<file path="src/rtl/seg7_pkg.sv">
// Shared seven-segment constants, capture FSM state type and select-line helper.
// Segment patterns are active-low, packed g..a (bit6..bit0).
package seg7_pkg;

  localparam logic [6:0] SEG_0     = 7'b1000000;
  localparam logic [6:0] SEG_1     = 7'b1111001;
  localparam logic [6:0] SEG_2     = 7'b0100100;
  localparam logic [6:0] SEG_3     = 7'b0110000;
  localparam logic [6:0] SEG_4     = 7'b0011001;
  localparam logic [6:0] SEG_5     = 7'b0010010;
  localparam logic [6:0] SEG_6     = 7'b0000010;
  localparam logic [6:0] SEG_7     = 7'b1111000;
  localparam logic [6:0] SEG_8     = 7'b0000000;
  localparam logic [6:0] SEG_9     = 7'b0010000;
  localparam logic [6:0] SEG_A     = 7'b0001000;
  localparam logic [6:0] SEG_B     = 7'b0000011;
  localparam logic [6:0] SEG_C     = 7'b1000110;
  localparam logic [6:0] SEG_D     = 7'b0100001;
  localparam logic [6:0] SEG_E     = 7'b0000110;
  localparam logic [6:0] SEG_F     = 7'b0001110;
  localparam logic [6:0] SEG_BLANK = 7'b1111111;

  typedef enum logic [1:0] {
    IDLE   = 2'd0,
    TRACK  = 2'd1,
    LOCKED = 2'd2
  } cap_state_e;

  // Index of the low bit in a one-hot-low select; callers check legality separately.
  function automatic logic [2:0] onehot_low_idx(input logic [7:0] sel_n);
    logic [2:0] idx;
    idx = '0;
    for (int i = 7; i >= 0; i--) begin
      if (!sel_n[i]) idx = 3'(i);
    end
    return idx;
  endfunction

endpackage

</file>
<file path="src/rtl/seg7_pattern_decode.sv">
// Combinational seven-segment pattern to nibble decoder (active-low segments).
// Flags hex glyphs and the all-off pattern; anything else is neither.
module seg7_pattern_decode
  import seg7_pkg::*;
(
  input  logic [6:0] seg_n_i,
  output logic [3:0] nibble_o,
  output logic       is_hex_o,
  output logic       is_blank_o
);

  always_comb begin
    nibble_o   = '0;
    is_hex_o   = 1'b1;
    is_blank_o = 1'b0;
    case (seg_n_i)
      SEG_0:     nibble_o = 4'h0;
      SEG_1:     nibble_o = 4'h1;
      SEG_2:     nibble_o = 4'h2;
      SEG_3:     nibble_o = 4'h3;
      SEG_4:     nibble_o = 4'h4;
      SEG_5:     nibble_o = 4'h5;
      SEG_6:     nibble_o = 4'h6;
      SEG_7:     nibble_o = 4'h7;
      SEG_8:     nibble_o = 4'h8;
      SEG_9:     nibble_o = 4'h9;
      SEG_A:     nibble_o = 4'hA;
      SEG_B:     nibble_o = 4'hB;
      SEG_C:     nibble_o = 4'hC;
      SEG_D:     nibble_o = 4'hD;
      SEG_E:     nibble_o = 4'hE;
      SEG_F:     nibble_o = 4'hF;
      SEG_BLANK: begin
        is_hex_o   = 1'b0;
        is_blank_o = 1'b1;
      end
      default:   is_hex_o = 1'b0;
    endcase
  end

endmodule

</file>
<file path="src/rtl/seg7_capture.sv">
// Scanned seven-segment bus capture: debounces each digit's pattern and decodes it back to hex.
// Optional SEGCAP_ERR_CNT_EN adds a saturating 8-bit count of unknown-pattern commits.
//
// state  | meaning
// IDLE   | no candidate held (after reset or an illegal select sample)
// TRACK  | candidate held, counting consecutive matching samples
// LOCKED | candidate committed; matching samples ignored until it changes
module seg7_capture
  import seg7_pkg::*;
#(
  parameter int NUM_DIGITS = 4,
  parameter int STABLE_CNT = 3
) (
  input  logic                    clk,
  input  logic                    rst,
  input  logic                    sample_en,
  input  logic [6:0]              seg_n,
  input  logic [NUM_DIGITS-1:0]   an_n,
  output logic [4*NUM_DIGITS-1:0] digits,
  output logic [NUM_DIGITS-1:0]   valid,
  output logic [NUM_DIGITS-1:0]   blank,
  output logic                    upd,
  output logic [2:0]              upd_idx,
  output logic                    err
`ifdef SEGCAP_ERR_CNT_EN
  ,
  output logic [7:0]              err_cnt
`endif
);

  localparam logic [3:0] CNT_TGT = 4'(STABLE_CNT);

  cap_state_e              state_q;
  logic [2:0]              cand_idx_q;
  logic [6:0]              cand_seg_q;
  logic [3:0]              cnt_q;
  logic [4*NUM_DIGITS-1:0] digits_q;
  logic [NUM_DIGITS-1:0]   valid_q;
  logic [NUM_DIGITS-1:0]   blank_q;
  logic                    upd_q;
  logic [2:0]              upd_idx_q;
  logic                    err_q;

  logic [7:0] an_pad_d;
  logic       legal_d;
  logic [2:0] samp_idx_d;
  logic       match_d;
  logic [3:0] cnt_inc_d;
  logic [3:0] dec_nibble;
  logic       dec_is_hex;
  logic       dec_is_blank;

  seg7_pattern_decode u_decode (
    .seg_n_i    (seg_n),
    .nibble_o   (dec_nibble),
    .is_hex_o   (dec_is_hex),
    .is_blank_o (dec_is_blank)
  );

  always_comb begin
    an_pad_d                   = '1;
    an_pad_d[NUM_DIGITS-1:0]   = an_n;
  end

  assign legal_d    = sample_en && ($countones(an_n) == NUM_DIGITS - 1);
  assign samp_idx_d = onehot_low_idx(an_pad_d);
  assign match_d    = (state_q != IDLE) && (samp_idx_d == cand_idx_q) && (seg_n == cand_seg_q);
  assign cnt_inc_d  = cnt_q + 4'd1;

`ifdef SEGCAP_ERR_CNT_EN
  logic [7:0] err_cnt_q;
  assign err_cnt = err_cnt_q;
`endif

  always_ff @(posedge clk) begin
    if (rst) begin
      state_q    <= IDLE;
      cand_idx_q <= '0;
      cand_seg_q <= '1;
      cnt_q      <= '0;
      digits_q   <= '0;
      valid_q    <= '0;
      blank_q    <= '0;
      upd_q      <= 1'b0;
      upd_idx_q  <= '0;
      err_q      <= 1'b0;
`ifdef SEGCAP_ERR_CNT_EN
      err_cnt_q  <= '0;
`endif
    end else begin
      upd_q <= 1'b0;
      err_q <= 1'b0;
      if (sample_en) begin
        if (!legal_d) begin
          state_q <= IDLE;
          cnt_q   <= '0;
        end else if ((state_q == IDLE) || !match_d) begin
          state_q    <= TRACK;
          cand_idx_q <= samp_idx_d;
          cand_seg_q <= seg_n;
          cnt_q      <= 4'd1;
        end else if (state_q == TRACK) begin
          cnt_q <= cnt_inc_d;
          if (cnt_inc_d == CNT_TGT) begin
            state_q   <= LOCKED;
            upd_q     <= 1'b1;
            upd_idx_q <= samp_idx_d;
            for (int i = 0; i < NUM_DIGITS; i++) begin
              if (samp_idx_d == 3'(i)) begin
                valid_q[i] <= dec_is_hex;
                blank_q[i] <= dec_is_blank;
                if (dec_is_hex)        digits_q[4*i +: 4] <= dec_nibble;
                else if (dec_is_blank) digits_q[4*i +: 4] <= 4'h0;
              end
            end
            // Unknown glyph: digit value kept, only the flags drop.
            if (!dec_is_hex && !dec_is_blank) begin
              err_q <= 1'b1;
`ifdef SEGCAP_ERR_CNT_EN
              if (err_cnt_q != 8'hFF) err_cnt_q <= err_cnt_q + 8'd1;
`endif
            end
          end
        end
      end
    end
  end

  assign digits  = digits_q;
  assign valid   = valid_q;
  assign blank   = blank_q;
  assign upd     = upd_q;
  assign upd_idx = upd_idx_q;
  assign err     = err_q;

endmodule

</file>
<file path="config.mk">
export PLATFORM = sky130hd
export DESIGN_NAME = seg7_capture
export DESIGN_NICKNAME = d
export VERILOG_FILES = /design/src/rtl/seg7_pkg.sv /design/src/rtl/seg7_pattern_decode.sv /design/src/rtl/seg7_capture.sv
export SDC_FILE = /design/constraint.sdc
export NUM_CORES = 1
export LEC_CHECK = 0
export CORE_MARGIN = 2
export CORE_UTILIZATION = 40
export CTS_CLUSTER_SIZE = 16
export DETAILED_ROUTE_END_ITERATION = 7
export PLACE_DENSITY_LB_ADDON = 0.2
export SLEW_MARGIN = 0
export SYNTH_ARGS = -nofsm -noshare
export SYNTH_HDL_FRONTEND = slang
export SYNTH_SLANG_ARGS = --single-unit
export TNS_END_PERCENT = 30
</file>
<file path="constraint.sdc">
create_clock -name clk -period 3.14 [get_ports clk]
set_clock_uncertainty 0.2 [all_clocks]
set_input_delay 0.628 -clock clk [delete_from_list [all_inputs] [get_ports clk]]
set_output_delay 0.628 -clock clk [all_outputs]
set_load 0.05 [all_outputs]
</file>
# Word level (Yosys, flattened, before mapping)
# Index checks and enable logic that the tools add are counted.
# W data, S select, Z words.
# totals
wordCells	100
register_bits	45
# op_classes
eq_ne	26
reduce_logical	28
addsub	4
n_mux	18
n_bitwise	5
# ops
op	n
$pmux W4 S15	1
$eq A7 B7 Y1 const B	5
$reduce_and A7 Y1	4
$reduce_and A6 Y1	4
$eq A7 B5 Y1 const B	3
$eq A7 B6 Y1 const B	3
$mux W4	5
$reduce_or A16 Y1	1
$eq A7 B2 Y1 const B	2
$eq A7 B4 Y1 const B	2
$mux W2	5
$eq A3 B2 Y1 const B	3
$mux W3	3
$eq A7 B3 Y1 const B	1
$eq A7 B7 Y1	1
$logic_not A7 Y1	1
$ne A3 B1 Y1 const B	2
$reduce_and A3 Y1	2
$reduce_or A6 Y1	1
$not A1 Y1	5
$reduce_and A5 Y1	1
$reduce_or A5 Y1	1
$add A1 B1 Y2	2
$add A4 B1 Y4 const B	1
other kinds (13)	22

# Longest topological paths before layout
# depth
ltp_word	11
mapped_depth	10

# Hierarchy
# A second synthesis with hierarchy kept.
# unflattened
hier_cells	271
area_unflattened_um2	2388.5
# modules_own_cells
module	instances	area_per_inst_um2	seq_area_each_um2	cells_per_inst
seg7_capture	1	2011.9	860.8	216
seg7_pattern_decode	1	376.6	0.0	55

# Worst setup path after synthesis
# OpenSTA, ideal clock, no wires.
# synth_path
kind	input port to flip-flop
from	input port an_n[0]
to	register cnt_q[2]
stages	9
n_path_buf	0
path_slack_ps	-162
arrival_time_ps	3028
required_time_ps	2866
path_cell_list	inv_1 -> fa_1 -> inv_1 -> ha_1 -> ha_1 -> nand4b_1 -> or3_4 -> or4_1 -> a31oi_1
# synth_via
elab_chain_len	8
elab_cells_between_ends	14
classes_between	add/sub: 2; eq/ne: 3; mux: 3; reduce/logical: 6
# synth_lines
item	line_no	source
start: declaration	seg7_capture.sv:18	input logic [NUM_DIGITS-1:0] an_n,
parallel branches: the longest is 8 deep, another holds $add A2 B2 Y3	n/a	
end signal: assignment	seg7_capture.sv:103	cnt_q <= cnt_inc_d;
end: declaration	seg7_capture.sv:36	logic [3:0] cnt_q;
# Parallel ways; which one is timed is not known.
# A chain may end at the register's enable or synchronous reset.

# Final worst setup path
# layout_path
from	input port an_n[3]
to	register digits_q[2], in the netlist digits[2]
# layout_via
elab_chain_len	11
elab_cells_between_ends	16
classes_between	add/sub: 2; eq/ne: 2; mux: 4; bitwise: 1; reduce/logical: 7
# layout_lines
item	line_no	source
$mux W2	seg7_pkg.sv:34	if (!sel_n[i]) idx = 3'(i);
$mux W3 (3 in series)	seg7_pkg.sv:34	
$eq A3 B3 Y1	seg7_capture.sv:67	assign match_d = (state_q != IDLE) && (samp_idx_d == cand_idx_q) && (seg_n == cand_seg_q);
$logic_and A1 B1 Y1 (2 in series)	seg7_capture.sv:67	
$logic_not A1 Y1	seg7_capture.sv:97	end else if ((state_q == IDLE) || !match_d) begin
$logic_or A1 B1 Y1	seg7_capture.sv:97	
$not A1 Y1 (no source line)	n/a	
$reduce_and A7 Y1 (no source line) *	n/a	
end signal: indexed assignment	seg7_capture.sv:112	if (dec_is_hex) digits_q[4*i +: 4] <= dec_nibble;
end: declaration	seg7_capture.sv:37	logic [4*NUM_DIGITS-1:0] digits_q;
# Mark *: on every way between the ends. The rest lies on a longest branch, timed or not.

==> results.ini <==
[global_route]
grt_overflow_total = 0
grt_pass1_vias = 2058
antenna_found_initial = 0
grtUsageMet3_pct = 3.93
met2_usage_pct = 30.1
grt_max_degree = 26
grt_util_all_layers_pct = 18.6
met1_usage_pct = 25.0
busiest_layer = met2
grt_pass1_wl_um = 9490

[route]
ant_nets = 0
viasPerCell = 5.40
post_drt_wl_per_cell_um = 14.0
vias = 2219
drt-initial-drc-count = 105
drtPass1Iterations = 4
drt_wl_total_um = 5740
drcViolationCount = 0

[critical_path]
crit_chain = dlygate4sd2_1 -> inv_2 -> fa_1 -> inv_1 -> ha_1 -> ha_1 -> nand4b_1 -> buf_6 -> or3_4 -> nor3b_4 -> mux2i_1
path_max_fanout = 5
crit_top_cell = ha_1
crit_path_end_kind = flip-flop
cp_data_arrival_time_ns = 3.04
slowest_delay_ns = 0.47
cp_slowest_cell = fa_1
worstSetupPathType = in2reg
cp.required_ns = 3.16
cp-start-kind = input pin

[run]
maxCapViolCount = 0

[power]
ir_drop_uv = 243
p_per_area_nw_per_um2 = 351
leakagePower_uw = 0.00128

[outcome]
status = finished clean

[sta]
whs_ns = 0.268
report.final.slew_viol_count = 0
hold_viol = 0
setup_viol = 0
max_freq_mhz = 331
max_slew_margin_pct = 63.7
tightest_slew_ns = 0.541
period_minus_slack_ns = 3.02
timing.final.crit_share_pct = 96.2
rsz0062_at_grt = yes

[clock_network]
cts_root_buf = clkbuf_8
clock_latency_ns = 0.30
cts_buffer_depth = 2
htree_levels = 2
clock-sinks = 43
cts_tree = yes
clk_pin_slew_ns = 0.09
cts_buffers = 5

[layout]
final_common_cell = dfxtp_1
final_cell_mix = dfxtp_1, nand2_1, clkdlybuf4s50_1, buf_4, mux2i_1
syn2layout_area_growth_pct = 35.8
final_core_util_pct = 56.8
fin_nets = 358
final_layout_size_suffix_gt1_share_pct = 19.2
antenna_cells = 0

[synthesis]
ys_warn_count = 0
syn_area_um2 = 2330
ys_seq_area_share_pct = 36.9
syn-num-nets = 288
synth_edf_count = 0
syn_area_per_cell_um2 = 8.70
ys_seq_elements = 43
synth_cells = 268
synth_flop_cell = dfxtp_1
synthArstFlopShare_pct = 0
yosysUniqueCellTypes = 52

[floorplanning]
dieArea_um2 = 6460
core_area_um2 = 5570
die_y_um = 80.4
io-pin-count = 43
rows = 27
initial_core_util_pct = 41.8
die_x_um = 80.4

[hold_path]
hold_class = reg2reg

[place]
port_buffers = 41
hpwl_um = 4280
gp_congestion = 0.867

## layout make-up
| cell class | instances | area (um^2) |
|---|---|---|
| well taps | 72 | 90.1 |
| inverters | 9 | 33.8 |
| fillers | 517 | 2410 |
| multi-input cells | 201 | 1390 |
| clock buffers | 5 | 68.8 |
| repair buffers | 78 | 698 |
| flip-flops and latches | 43 | 861 |
| clock inverters | 3 | 25.0 |
## worst max-delay path, delay by kind of cell
family	cells	cell delay, ns
buffers and inverters	4	0.47
adder cells (fa/ha/maj)	3	0.90
multiplexers	1	0.25
AND/OR/NAND/NOR	3	0.79
## flip-flops by register name, indices dropped and copies added (netlist names), 2 cells and up
| signal | flops |
|---|---|
| blank | 4 |
| cand_idx_q | 2 |
| cand_seg_q | 7 |
| cnt_q | 4 |
| digits | 16 |
| state_q | 2 |
| upd_idx | 2 |
| valid | 4 |
## power breakdown
part / switching [uW] / leakage, uW / internal (uW)
clock network: 209 / 0.0000443 / 159
logic: 96.4 / 0.000889 / 88.1
registers: 6.74 / 0.000347 / 554
total: 312 / 0.00128 / 801
## metrics by stage
| step | area [um^2] | setup WS [ns] | setup TNS, ns | cells | power (uW) |
|---|---|---|---|---|---|
| after global routing | 3170 | 0.000477 | 0 | 411 | 1170 |
| final | 3170 | 0.120 | 0 | 411 | 1110 |
| after global placement | 3040 | -0.474 | -13.24 | 402 | 750 |
| after CTS | 3150 | 0.0143 | 0 | 411 | 1120 |
| after floorplan | 2340 | -0.0690 | -0.220 | 268 | 678 |
| after detailed placement | 3040 | -0.532 | -14.01 | 402 | 752 |
## logic make-up after synthesis
family                   count (synthesis)  share of synthesized area, %
AND/OR/NAND/NOR                        110                          25.3
AO/OA/AOI/OAI                           47                          13.3
flip-flops                              43                          36.9
multiplexers                            27                          11.6
buffers and inverters                   24                          4.77
XOR/XNOR                                10                          4.40
adder cells (fa/ha/maj)                  6                          3.54
other                                    1                         0.161
## synthesized netlist by cell type (all sizes together) (2+ instances only)
library cell	count	area share [%]
nand4b	4	1.5
xor2	3	1.1
xnor2	7	3.3
o21ai	5	1.1
o31ai	2	0.64
o22ai	3	0.80
a311oi	4	1.5
nor4bb	2	0.86
clkbuf	10	1.6
nand2	39	6.3
nor3b	2	0.86
o21a	2	0.64
and2	2	0.54
dfxtp	43	37
nand4	4	1.1
and3	2	0.54
a211oi	4	1.3
nand3	11	2.4
ha	5	2.7
nor4	4	1.3
a21oi	16	3.4
or2	4	1.1
inv	9	1.4
or4	3	0.97
mux2i	27	12
nor3	10	2.6
nor2	13	2.1
buf	5	1.7
or3	2	0.75
a31oi	2	0.54
nand2b	4	1.1
o41ai	3	1.1
## routing by layer
layer | share of wire [%] | up-vias
li1 | - | 1110
met1 | 48 | 1043
met2 | 46 | 62
met3 | 4.7 | 4
met4 | 0.68 | 0
met5 | 0 | -
## path summary, 6_finish.rpt
kind	start	end	slack, ns	depth (start not counted)
setup / recovery	an_n[3]	digits[2]	0.12	11
hold / removal	digits[5]	digits[5]	0.27	2
hold reg to reg	digits[5]	digits[5]	0.27	2
setup reg to reg	cand_seg_q[5]	digits[2]	0.64	6
## timing repair
item | in CTS | in global routing
hold buffers | 0 | 0
resized for setup | 6 | 9
pin swaps | 2 | 3
buffers inserted | 1 | 0
setup endpoints to repair | 23 | 20
gates cloned | 0 | 0
Power figures use the tool's default switching activity.
